### src/rtl/vga_fb_pkg.sv
// rtl/vga_fb_pkg.sv - shared framebuffer geometry and RAM grant encoding
//
// Purpose : constants shared by the framebuffer arbiter and the VGA pixel
//           fetch logic: default RAM address/data widths and the encoding of
//           which requester owns the single RAM port in a given cycle.
// Ports   : none (package).
package vga_fb_pkg;

  localparam int unsigned FB_ADDR_W = 14;
  localparam int unsigned FB_DATA_W = 8;

  typedef logic [1:0] gnt_t;

  localparam gnt_t GNT_NONE = 2'd0;  // RAM idle
  localparam gnt_t GNT_DISP = 2'd1;  // display scan-out read
  localparam gnt_t GNT_HRD  = 2'd2;  // host read
  localparam gnt_t GNT_HWR  = 2'd3;  // host write drained from the FIFO

endpackage

### src/rtl/fb_wr_fifo.sv
// rtl/fb_wr_fifo.sv - host write FIFO holding {addr,data} pairs
//
// Purpose : small synchronous FIFO that parks host writes until the arbiter
//           finds a free RAM cycle. Head entry is visible combinationally.
// Ports   : CLK, RST          clock, synchronous active-high reset (empties)
//           push, push_addr,
//           push_data         enqueue one write (ignored when full)
//           pop               dequeue the head (ignored when empty)
//           full, empty       occupancy flags
//           head_addr,
//           head_data         oldest queued write
module fb_wr_fifo #(
  parameter int unsigned DEPTH = 4,
  parameter int unsigned AW    = 14,
  parameter int unsigned DW    = 8
) (
  input  logic          CLK,
  input  logic          RST,
  input  logic          push,
  input  logic [AW-1:0] push_addr,
  input  logic [DW-1:0] push_data,
  input  logic          pop,
  output logic          full,
  output logic          empty,
  output logic [AW-1:0] head_addr,
  output logic [DW-1:0] head_data
);

  localparam int unsigned PW = $clog2(DEPTH);

  logic [AW+DW-1:0] store_q [DEPTH];
  logic [PW-1:0]    wr_ptr_q, wr_ptr_d;
  logic [PW-1:0]    rd_ptr_q, rd_ptr_d;
  logic [PW:0]      count_q, count_d;
  logic             do_push, do_pop;

  assign full    = (count_q == (PW+1)'(DEPTH));
  assign empty   = (count_q == '0);
  assign do_push = push && !full;
  assign do_pop  = pop && !empty;

  // Simultaneous push and pop leaves the count unchanged; the pop reads the
  // old head because the new entry lands at wr_ptr, never at rd_ptr while
  // the FIFO is non-empty.
  always_comb begin
    wr_ptr_d = wr_ptr_q;
    rd_ptr_d = rd_ptr_q;
    count_d  = count_q;
    if (do_push) wr_ptr_d = wr_ptr_q + PW'(1);
    if (do_pop)  rd_ptr_d = rd_ptr_q + PW'(1);
    case ({do_push, do_pop})
      2'b10:   count_d = count_q + (PW+1)'(1);
      2'b01:   count_d = count_q - (PW+1)'(1);
      default: count_d = count_q;
    endcase
  end

  always_ff @(posedge CLK) begin
    if (RST) begin
      wr_ptr_q <= '0;
      rd_ptr_q <= '0;
      count_q  <= '0;
    end else begin
      wr_ptr_q <= wr_ptr_d;
      rd_ptr_q <= rd_ptr_d;
      count_q  <= count_d;
    end
  end

  // Payload storage needs no reset: the occupancy count guards it.
  always_ff @(posedge CLK) begin
    if (do_push) store_q[wr_ptr_q] <= {push_addr, push_data};
  end

  assign {head_addr, head_data} = store_q[rd_ptr_q];

endmodule

### src/rtl/vga_fb_arbiter.sv
// rtl/vga_fb_arbiter.sv - single-port framebuffer RAM arbiter, display first
//
// Purpose : shares one synchronous single-port framebuffer RAM between the VGA
//           scan-out reader (absolute priority, fixed 1-cycle read latency)
//           and a host port whose writes are buffered and drained into free
//           cycles. Host reads wait for the write FIFO to empty so
//           read-after-write order holds.
// Ports   : CLK, RST                  clock, synchronous active-high reset
//           disp_req/disp_addr        display read request
//           disp_rvalid/disp_rdata    display read return
//           host_valid/host_we/
//           host_addr/host_wdata      host request
//           host_ready                host request accepted this cycle
//           host_rvalid/host_rdata    host read return
//           mem_addr/mem_we/
//           mem_wdata/mem_rdata       framebuffer RAM port
//           stat_clr                  zero the stall counter
//           host_stall                saturating count of blocked host cycles
module vga_fb_arbiter
  import vga_fb_pkg::*;
#(
  parameter int unsigned ADDR_W      = FB_ADDR_W,
  parameter int unsigned DATA_W      = FB_DATA_W,
  parameter int unsigned WFIFO_DEPTH = 4,
  parameter int unsigned STALL_CNT_W = 16
) (
  input  logic                   CLK,
  input  logic                   RST,
  input  logic                   disp_req,
  input  logic [ADDR_W-1:0]      disp_addr,
  output logic                   disp_rvalid,
  output logic [DATA_W-1:0]      disp_rdata,
  input  logic                   host_valid,
  input  logic                   host_we,
  input  logic [ADDR_W-1:0]      host_addr,
  input  logic [DATA_W-1:0]      host_wdata,
  output logic                   host_ready,
  output logic                   host_rvalid,
  output logic [DATA_W-1:0]      host_rdata,
  output logic [ADDR_W-1:0]      mem_addr,
  output logic                   mem_we,
  output logic [DATA_W-1:0]      mem_wdata,
  input  logic [DATA_W-1:0]      mem_rdata,
  input  logic                   stat_clr,
  output logic [STALL_CNT_W-1:0] host_stall
);

  logic              fifo_full, fifo_empty;
  logic [ADDR_W-1:0] head_addr;
  logic [DATA_W-1:0] head_data;
  logic              fifo_push, fifo_pop;

  gnt_t gnt;
  gnt_t last_gnt_q, last_gnt_d;

  logic [STALL_CNT_W-1:0] stall_q, stall_d;
  logic                   host_blocked;

  fb_wr_fifo #(
    .DEPTH (WFIFO_DEPTH),
    .AW    (ADDR_W),
    .DW    (DATA_W)
  ) u_wr_fifo (
    .CLK       (CLK),
    .RST       (RST),
    .push      (fifo_push),
    .push_addr (host_addr),
    .push_data (host_wdata),
    .pop       (fifo_pop),
    .full      (fifo_full),
    .empty     (fifo_empty),
    .head_addr (head_addr),
    .head_data (head_data)
  );

  // Fixed-priority grant. A drain is suppressed while RST is high so that
  // writes discarded by reset never reach the RAM.
  always_comb begin
    gnt = GNT_NONE;
    if (disp_req)
      gnt = GNT_DISP;
    else if (host_valid && !host_we && fifo_empty)
      gnt = GNT_HRD;
    else if (!fifo_empty && !RST)
      gnt = GNT_HWR;
  end

  always_comb begin
    mem_addr  = '0;
    mem_we    = 1'b0;
    mem_wdata = '0;
    case (gnt)
      GNT_DISP: mem_addr = disp_addr;
      GNT_HRD:  mem_addr = host_addr;
      GNT_HWR: begin
        mem_addr  = head_addr;
        mem_we    = 1'b1;
        mem_wdata = head_data;
      end
      default: ;
    endcase
  end

  // Reads need the RAM this very cycle and an empty FIFO (read-after-write);
  // writes only need FIFO space.
  assign host_ready   = host_we ? !fifo_full : (fifo_empty && !disp_req);
  assign fifo_push    = host_valid && host_we && !fifo_full;
  assign fifo_pop     = (gnt == GNT_HWR);
  assign host_blocked = host_valid && !host_ready;

  assign last_gnt_d = gnt;

  always_comb begin
    stall_d = stall_q;
    if (stat_clr)
      stall_d = '0;
    else if (host_blocked && !(&stall_q))
      stall_d = stall_q + STALL_CNT_W'(1);
  end

  always_ff @(posedge CLK) begin
    if (RST) begin
      last_gnt_q <= GNT_NONE;
      stall_q    <= '0;
    end else begin
      last_gnt_q <= last_gnt_d;
      stall_q    <= stall_d;
    end
  end

  // RAM data is shared; the registered grant says whose read it is.
  assign disp_rvalid = (last_gnt_q == GNT_DISP);
  assign host_rvalid = (last_gnt_q == GNT_HRD);
  assign disp_rdata  = mem_rdata;
  assign host_rdata  = mem_rdata;
  assign host_stall  = stall_q;

endmodule

### config.mk
export PLATFORM = sky130hd
export DESIGN_NAME = vga_fb_arbiter
export DESIGN_NICKNAME = d
export VERILOG_FILES = /design/src/rtl/vga_fb_pkg.sv /design/src/rtl/fb_wr_fifo.sv /design/src/rtl/vga_fb_arbiter.sv
export SDC_FILE = /design/constraint.sdc
export NUM_CORES = 1
export LEC_CHECK = 0
export ABC_AREA = 1
export CAP_MARGIN = 30
export CORE_MARGIN = 1
export CORE_UTILIZATION = 57
export DETAILED_ROUTE_END_ITERATION = 8
export DONT_BUFFER_PORTS = 1
export PLACE_DENSITY = 0.84
export SLEW_MARGIN = 20
export SYNTH_ARGS = -nofsm -noshare
export SYNTH_HDL_FRONTEND = slang
export SYNTH_HIERARCHICAL = 1
export SYNTH_SLANG_ARGS = --single-unit
### constraint.sdc
create_clock -name CLK -period 2.7 [get_ports CLK]
set_input_delay 0.81 -clock CLK [delete_from_list [all_inputs] [get_ports CLK]]
set_output_delay 0.81 -clock CLK [all_outputs]
set_load 0.01 [all_outputs]
==> metrics.md, run 1 <==
| Metric | Value |
|---|---|
| Startpoint Class | `flip-flop` |
| CTS tree | `built` |
| Synth Cell Area | `5320 um2` |
| Seq/Total Area, Yosys | `0.598` |
| Vias per cell | `5.90` |
| CTS Buffer Depth | `2` |
| Filler cell count | `636` |
| Max Slew Vio Count | `0` |
| Maximum fanout along the worst path | `44` |
| Gpl congestion | `0.817` |
| Post-Layout Cell Count | `660` |
| R2r endpoint | `u_wr_fifo/count_q[2]$_SDFFE_PP0P_` |
| Final Net Count | `596` |
| WP data required | `1.89 ns` |
| Worst Clk Skew | `0.00788 ns` |
| P&R area growth vs syn | `13.3%` |
| Number of global-route vias before repair | `3830` |
| Leakage | `2.25 nW` |
| Tmin final | `2.65 ns` |
| Clock power frac | `0.502` |
| Total wire length | `11.8 mm` |
| Placed Area | `5290 um2` |
| Hold crit path type | `in2reg` |
| Max Cap Violations | `0` |
| Largest net degree at the start of global routing | `45` |
| VDD IR max | `0.459 mV` |
| Switching pwr | `1.01 mW` |
| Drt drc | `0` |
| Reg power frac | `0.441` |
| DR vias | `3896` |
| Post-DR wirelength/cell | `17.9 um` |
| Placed cells | `623` |
| Io pins | `108` |
| Initial Util | `0.599` |
| Antenna Violating Nets Remaining | `0` |
| Critical path class | `reg2out` |
| DR iter-0 viols | `236` |
| GRT Util Overall | `0.252` |
| Total congestion overflow | `0` |
| Num Clock Sinks | `115` |
| Critical path arrival | `1.84 ns` |
| Yosys reg bits | `115` |
| Post-synthesis cell count | `538` |
| Hold buffer count at CTS | `0` |
| Worst-path clk slew | `0.06 ns` |
| PortBufs | `0` |
| Reg-to-reg startpoint | `u_wr_fifo/count_q[2]$_SDFFE_PP0P_` |
| Int Pwr | `3.44 mW` |
| Combinational power share | `0.057` |
| Ys Warns | `6` |
| Design Area, Final | `6030 um2` |
| Pwr per Cell Area | `739 nW/um2` |
| R2R Setup Slk | `0.42 ns` |
| ANT cells | `0` |
| H-tree level count | `4` |
| Syn Nets | `595` |
| Fin. Hold Viols | `0` |
| Status | `completed` |
| Setup crit end kind | `output port` |
| Fin util | `0.678` |
| Max Clk Rate | `0.377 GHz` |
| Cell variety after synth | `29` |
| Hold path cells | `1` |
| Post-Syn Area per Cell | `9.89 um2` |
| Number of buffers created by CTS | `17` |
| Sw Share | `0.227` |
| Post-DP HPWL | `7.29 mm` |
| First-pass GRT wire length | `18.5 mm` |
| Clk Latency, worst-skew pair | `0.52 ns` |
| Hold Path Origin | `RST` |
| Hold Path Sink | `u_wr_fifo/wr_ptr_q[1]$_SDFFE_PP0P_` |
| Share of cells above drive strength 1 | `0.174` |
| Slew HR | `0.758` |
| Core area | `8890 um2` |
| Initial antenna violation count | `0` |
| Final setup viols | `0` |
| Period utilisation layout | `0.983` |
| DR pass1 iterations | `8` |
| Root Driver | `clkbuf_8` |
| Die width | `98.6 um` |
| Least-Margin Pin Slew | `0.363 ns` |
| Die area | `9730 um2` |
| Die Ht | `98.6 um` |
| Reg2Reg Depth | `18` |
| # rows | `34` |
how the worst max path moves through the flow:
stage,from,end,slack [ns],cells after the start
after CTS,u_wr_fifo/count_q[1]$_SDFFE_PP0P_,mem_addr[5],0.02,8
after global routing,flip-flop,mem_addr[9],-0.05,6
after floorplan,host_we,u_wr_fifo/store_q[2][0]$_DFFE_PP_,0.09,4
final,flip-flop,mem_addr[9],0.05,6
after detailed placement,RST,u_wr_fifo/count_q[2]$_SDFFE_PP0P_,0.26,14
after global placement,RST,mem_addr[11],0.30,6
power by group through the flow:
stage	clock [mW]	sequential (mW)	combinational [mW]
final	2.24	1.96	0.256
after global routing	2.34	1.97	0.281
after CTS	2.25	1.96	0.237
after detailed placement	0	2.00	0.226
after global placement	0	2.00	0.216
after floorplan	0	2.00	0.206
layer usage:
layer | track usage | share of wire | vias to the layer above
met4 | 0.0987 | 0.024 | 0
met2 | 0.453 | 0.52 | 183
met3 | 0.0801 | 0.076 | 31
met1 | 0.277 | 0.38 | 1867
li1 | - | - | 1815
met5 | 0 | 0 | -
sequential cells by signal, summed over array words and instances, names as in the netlist, named ones only:
signal,cells
host_stall,16
u_wr_fifo/count_q,3
u_wr_fifo/store_q,88
u_wr_fifo/wr_ptr_q,2
u_wr_fifo/rd_ptr_q,2
last_gnt_q,2
timing repair:
| item | in CTS | in global routing |
|---|---|---|
| pin swaps | 0 | 2 |
| gates cloned | 0 | 1 |
| endpoints found under the setup margin | 10 | 19 |
| setup buffers | 3 | 1 |
| gates resized for setup | 5 | 18 |
layout make-up:
cell class	instances	area (um2)	area share
well taps	108	135	0.0224
clock inverters	15	180	0.0299
flip-flops and latches	115	3190	0.528
clock buffers	17	414	0.0687
multi-input cells	346	1750	0.289
inverters	43	196	0.0326
repair buffers	16	173	0.0286
per-stage QoR:
step	setup TNS [ns]	setup WS [ns]	hold slack, ns	power (mW)
after global routing	-0.119	-0.0497	0.340	4.58
final	0	0.0464	0.359	4.46
after global placement	0	0.298	0.486	2.21
after detailed placement	0	0.260	0.499	2.23
after CTS	0	0.0157	0.350	4.45
after floorplan	0	0.0912	0.459	2.20
logic make-up (layout without fill, tap and decap cells):
| logic type | after synthesis | in the layout | synth area share |
|---|---|---|---|
| xor gates and xnor gates | 3 | 3 | 0.00494 |
| DFF | 115 | 115 | 0.598 |
| buffers and inverters | 77 | 91 | 0.0816 |
| and+or+nand+nor | 246 | 246 | 0.205 |
| adders and majority gates | 7 | 7 | 0.0179 |
| AOI/OAI and AO/OA | 90 | 90 | 0.0924 |
synth_stat cells:
library cell / n / area (um2)
buf_6: 8 / 90.1
a21oi_2: 1 / 8.76
dfxtp_1: 27 / 541
inv_8: 1 / 11.3
nand2_2: 7 / 43.8
inv_2: 7 / 26.3
edfxtp_1: 88 / 2640
clkinv_2: 1 / 5.00
xor2_1: 3 / 26.3
inv_1: 34 / 128
clkbuf_1: 1 / 3.75
nand3_2: 3 / 30.0
nand2_4: 4 / 45.0
nand4_1: 3 / 18.8
o21ai_1: 20 / 100
fa_1: 1 / 20.0
nor2_2: 4 / 25.0
o21ai_0: 29 / 145
nand3_1: 33 / 165
a21oi_1: 14 / 70.1
nand3_4: 1 / 17.5
a21boi_1: 4 / 30.0
buf_2: 7 / 35.0
o22ai_1: 22 / 138
nand2_1: 88 / 330
nor2_1: 99 / 372
nor2_4: 4 / 45.0
ha_1: 6 / 75.1
buf_4: 18 / 135
critical path, cell delays in order, from the launching register on:
cell,delay (ns)
dfxtp_1,0.41
buf_8,0.21
clkinv_16,0.14
o21ai_0,0.20
o22ai_1,0.12
nand2_1,0.13
nand3_2,0.11
cells in the final DEF, fill, tap and decap left out, drive strengths merged:
cell type / Yosys / layout
nand4: 3 / 3
dfxtp: 27 / 27
a21oi: 15 / 15
ha: 6 / 6
o21ai: 49 / 49
clkinvlp: 0 / 3
clkinv: 1 / 7
clkbuf: 1 / 18
inv: 42 / 45
edfxtp: 88 / 88
nand2: 99 / 99
o22ai: 22 / 22
a21boi: 4 / 4
nor2: 107 / 107
xor2: 3 / 3
fa: 1 / 1
bufinv: 0 / 3
nand3: 37 / 37
buf: 33 / 15
(Power assumes the default switching activity.)
==> inputs of run 2 (changes only) <==
--- a/config.mk
+++ b/config.mk
@@ -8,12 +8,11 @@
 export ABC_AREA = 1
 export CAP_MARGIN = 30
 export CORE_MARGIN = 1
-export CORE_UTILIZATION = 57
+export CORE_UTILIZATION = 25
 export DETAILED_ROUTE_END_ITERATION = 8
 export DONT_BUFFER_PORTS = 1
-export PLACE_DENSITY = 0.84
+export PLACE_DENSITY = 0.49
 export SLEW_MARGIN = 20
 export SYNTH_ARGS = -nofsm -noshare
 export SYNTH_HDL_FRONTEND = slang
-export SYNTH_HIERARCHICAL = 1
 export SYNTH_SLANG_ARGS = --single-unit
==> run 2 against run 1 <==
  * Register-to-register slack improved by 0.12 ns
  * First-iteration DRC count fell by 40%
  * Synthesized area fell by 3.3%
  * Worst hold slack improved by 0.11 ns
  * Via count fell by 6.4%
  * Clock skew fell by 0.0011 ns
  * Largest power group unchanged
==> metrics.md, run 2 <==
| Metric | Value |
|---|---|
| Die Ht | `145 um` |
| Reg power frac | `0.423` |
| VDD IR max | `0.423 mV` |
| Post-CTS Setup Inserts | `0` |
| Switching pwr | `0.999 mW` |
| H-tree level count | `4` |
| Worst-path clk slew | `0.05 ns` |
| Design Area, Final | `6070 um2` |
| Number of global-route vias before repair | `3772` |
| Cell variety after synth | `30` |
| CTS tree | `built` |
| Largest net degree at the start of global routing | `41` |
| Clk Latency, worst-skew pair | `0.41 ns` |
| PortBufs | `0` |
| Int Pwr | `3.66 mW` |
| Initial Util | `0.254` |
| ANT cells | `0` |
| Top post-synthesis cells by area | `edfxtp_1, dfxtp_1, nor2_1` |
| WP data required | `1.89 ns` |
| Max Cap Violations | `0` |
| Combinational power share | `0.060` |
| Most frequent cells in the layout | `nor2_1, nand2_1, edfxtp_1` |
| Fin. Hold Viols | `0` |
| Ys Warns | `0` |
| Number of buffers created by CTS | `17` |
| Period utilisation layout | `0.974` |
| Cell taking the most area after synthesis | `edfxtp_1` |
| Io pins | `108` |
| Final Net Count | `578` |
| Root Driver | `clkbuf_16` |
| Total congestion overflow | `0` |
| Top post-synthesis cells by count | `nor2_1, nand2_1, edfxtp_1` |
| Critical path arrival | `1.82 ns` |
| Fraction of registers with async set/reset | `0` |
| Max FFs per register | `88` |
| Placed Area | `5430 um2` |
| Die width | `145 um` |
| DR pass1 iterations | `6` |
| Setup crit end kind | `output port` |
| Share of cells above drive strength 1 | `0.114` |
| Leakage | `2.06 nW` |
| Syn Nets | `580` |
| Post-synthesis cell count | `523` |
| Core area | `20200 um2` |
| Post-synth EDFFs | `88` |
| Least-Margin Pin Slew | `0.446 ns` |
| Post-DP HPWL | `8.30 mm` |
| Clock power frac | `0.517` |
| Worst slack at placement | `0.155 ns` |
| First-pass GRT wire length | `20.6 mm` |
| Slew HR | `0.702` |
| Final setup viols | `0` |
| Total wire length | `12.8 mm` |
| Critical path class | `reg2out` |
| DR iter-0 viols | `142` |
| Hold Path Origin | `u_wr_fifo.rd_ptr_q[1]$_SDFFE_PP0P_` |
| Maximum fanout along the worst path | `10` |
| Vias per cell | `4.54` |
| Num Clock Sinks | `115` |
| P&R area growth vs syn | `17.9%` |
| Top reg by flops | `u_wr_fifo.store_q` |
| Post-DR wirelength/cell | `15.9 um` |
| Most common cell in the netlist | `nor2_1` |
| Synth Cell Area | `5150 um2` |
| RSZ-0062 raised after global routing | `true` |
| Tmin final | `2.63 ns` |
| Sw Share | `0.214` |
| Gpl congestion | `0.772` |
| Final WS setup | `0.0691 ns` |
| Pwr per Cell Area | `768 nW/um2` |
| Launch point of the worst path | `u_wr_fifo.count_q[1]$_SDFFE_PP0P_` |
| Die area | `21200 um2` |
| Post-Layout Cell Count | `803` |
| Hold crit path type | `reg2reg` |
| Max Slew Vio Count | `0` |
| Startpoint Class | `flip-flop` |
| GRT Util Overall | `0.127` |
| Post-synth top flop | `edfxtp_1` |
| DR vias | `3647` |
| Max Clk Rate | `0.380 GHz` |
| Placed cells | `772` |
| Yosys reg bits | `115` |
| Synth top area share | `0.513` |
| Status | `completed` |
| Antenna Violating Nets Remaining | `0` |
| # rows | `52` |
| Reg-to-reg startpoint | `u_wr_fifo.count_q[1]$_SDFFE_PP0P_` |
| CTS Buffer Depth | `2` |
| Seq/Total Area, Yosys | `0.618` |
| Worst Clk Skew | `0.00675 ns` |
| Setup TNS | `0 ns` |
| Initial antenna violation count | `0` |
| Most common cell after layout, fill and taps aside | `nor2_1` |
| Post-Syn Area per Cell | `9.84 um2` |
| Drt drc | `0` |
run 2: cell types whose count changed in the layout (fill, tap and decap cells not counted), moves of 6 or more:
cell     change
o21ai_0     +29
o21ai_1     -19
a21oi_1     +15
nand3_2      -8
o22ai_1      -8
inv_1        -6
run 2: worst paths after layout:
kind / to / slack (ns) / cells after the start
setup / recovery: mem_wdata[6] / 0.07 / 7
hold / removal: flip-flop / 0.47 / 2
setup reg to reg: u_wr_fifo.count_q[2]$_SDFFE_PP0P_ / 0.54 / 12
hold reg to reg: flip-flop / 0.47 / 2
run 2: critical path: stages, from the launching register on:
cell	delay, ns
dfxtp_1	0.40
nor2_4	0.06
nand2_1	0.08
nand2_1	0.10
nor2_2	0.11
buf_4	0.18
inv_1	0.17
a21oi_1	0.31
run 2: logic make-up (layout without fill, tap and decap cells):
logic type               count (synthesis)  after routing  share of synthesized area
AO/OA/AOI/OAI                          104            104                      0.105
XOR/XNOR                                 6              6                     0.0102
adder cells (fa/ha/maj)                  7              7                     0.0185
buffers and inverters                   65             75                     0.0656
flip-flops                             115            115                      0.618
AND/OR/NAND/NOR                        226            226                      0.182
run 2: layer usage:
| metal | global-route usage | share of wire | up-vias | wire [um] |
|---|---|---|---|---|
| met5 | 0 | 0 | - | 0 |
| met4 | 0.0374 | 0.012 | 0 | 155 |
| met3 | 0.0558 | 0.081 | 16 | 1040 |
| met2 | 0.211 | 0.47 | 94 | 6050 |
| met1 | 0.149 | 0.43 | 1769 | 5530 |
| li1 | - | - | 1768 | - |
run 2: stage by stage:
stage / hold slack [ns] / util / total power, mW
6_report: 0.466 / 0.300 / 4.66
5_1_grt: 0.461 / 0.300 / 4.83
4_1_cts: 0.454 / 0.300 / 4.71
3_5_place_dp: 0.456 / 0.268 / 2.29
3_3_place_gp: 0.453 / 0.268 / 2.28
2_1_floorplan: 0.436 / - / 2.23
run 2: cell type report:
class,count,area [um2]
well taps,270,338
fillers,2070,14200
multi-input cells,343,1640
flip-flops and latches,115,3180
inverters,29,109
clock inverters,14,210
clock buffers,17,425
repair buffers,15,163
run 2: timing repair:
action	in CTS	in global routing
hold buffers	0	0
resized for setup	0	1
endpoints found under the hold margin	0	0
endpoints found under the setup margin	0	8
run 2: power groups by stage:
stage          registers [mW]  logic (mW)  clock network [mW]
5_1_grt                  1.98       0.318                2.54
2_1_floorplan            2.00       0.227                   0
3_3_place_gp             2.01       0.276                   0
6_report                 1.97       0.281                2.41
4_1_cts                  1.97       0.286                2.45
3_5_place_dp             2.01       0.285                   0
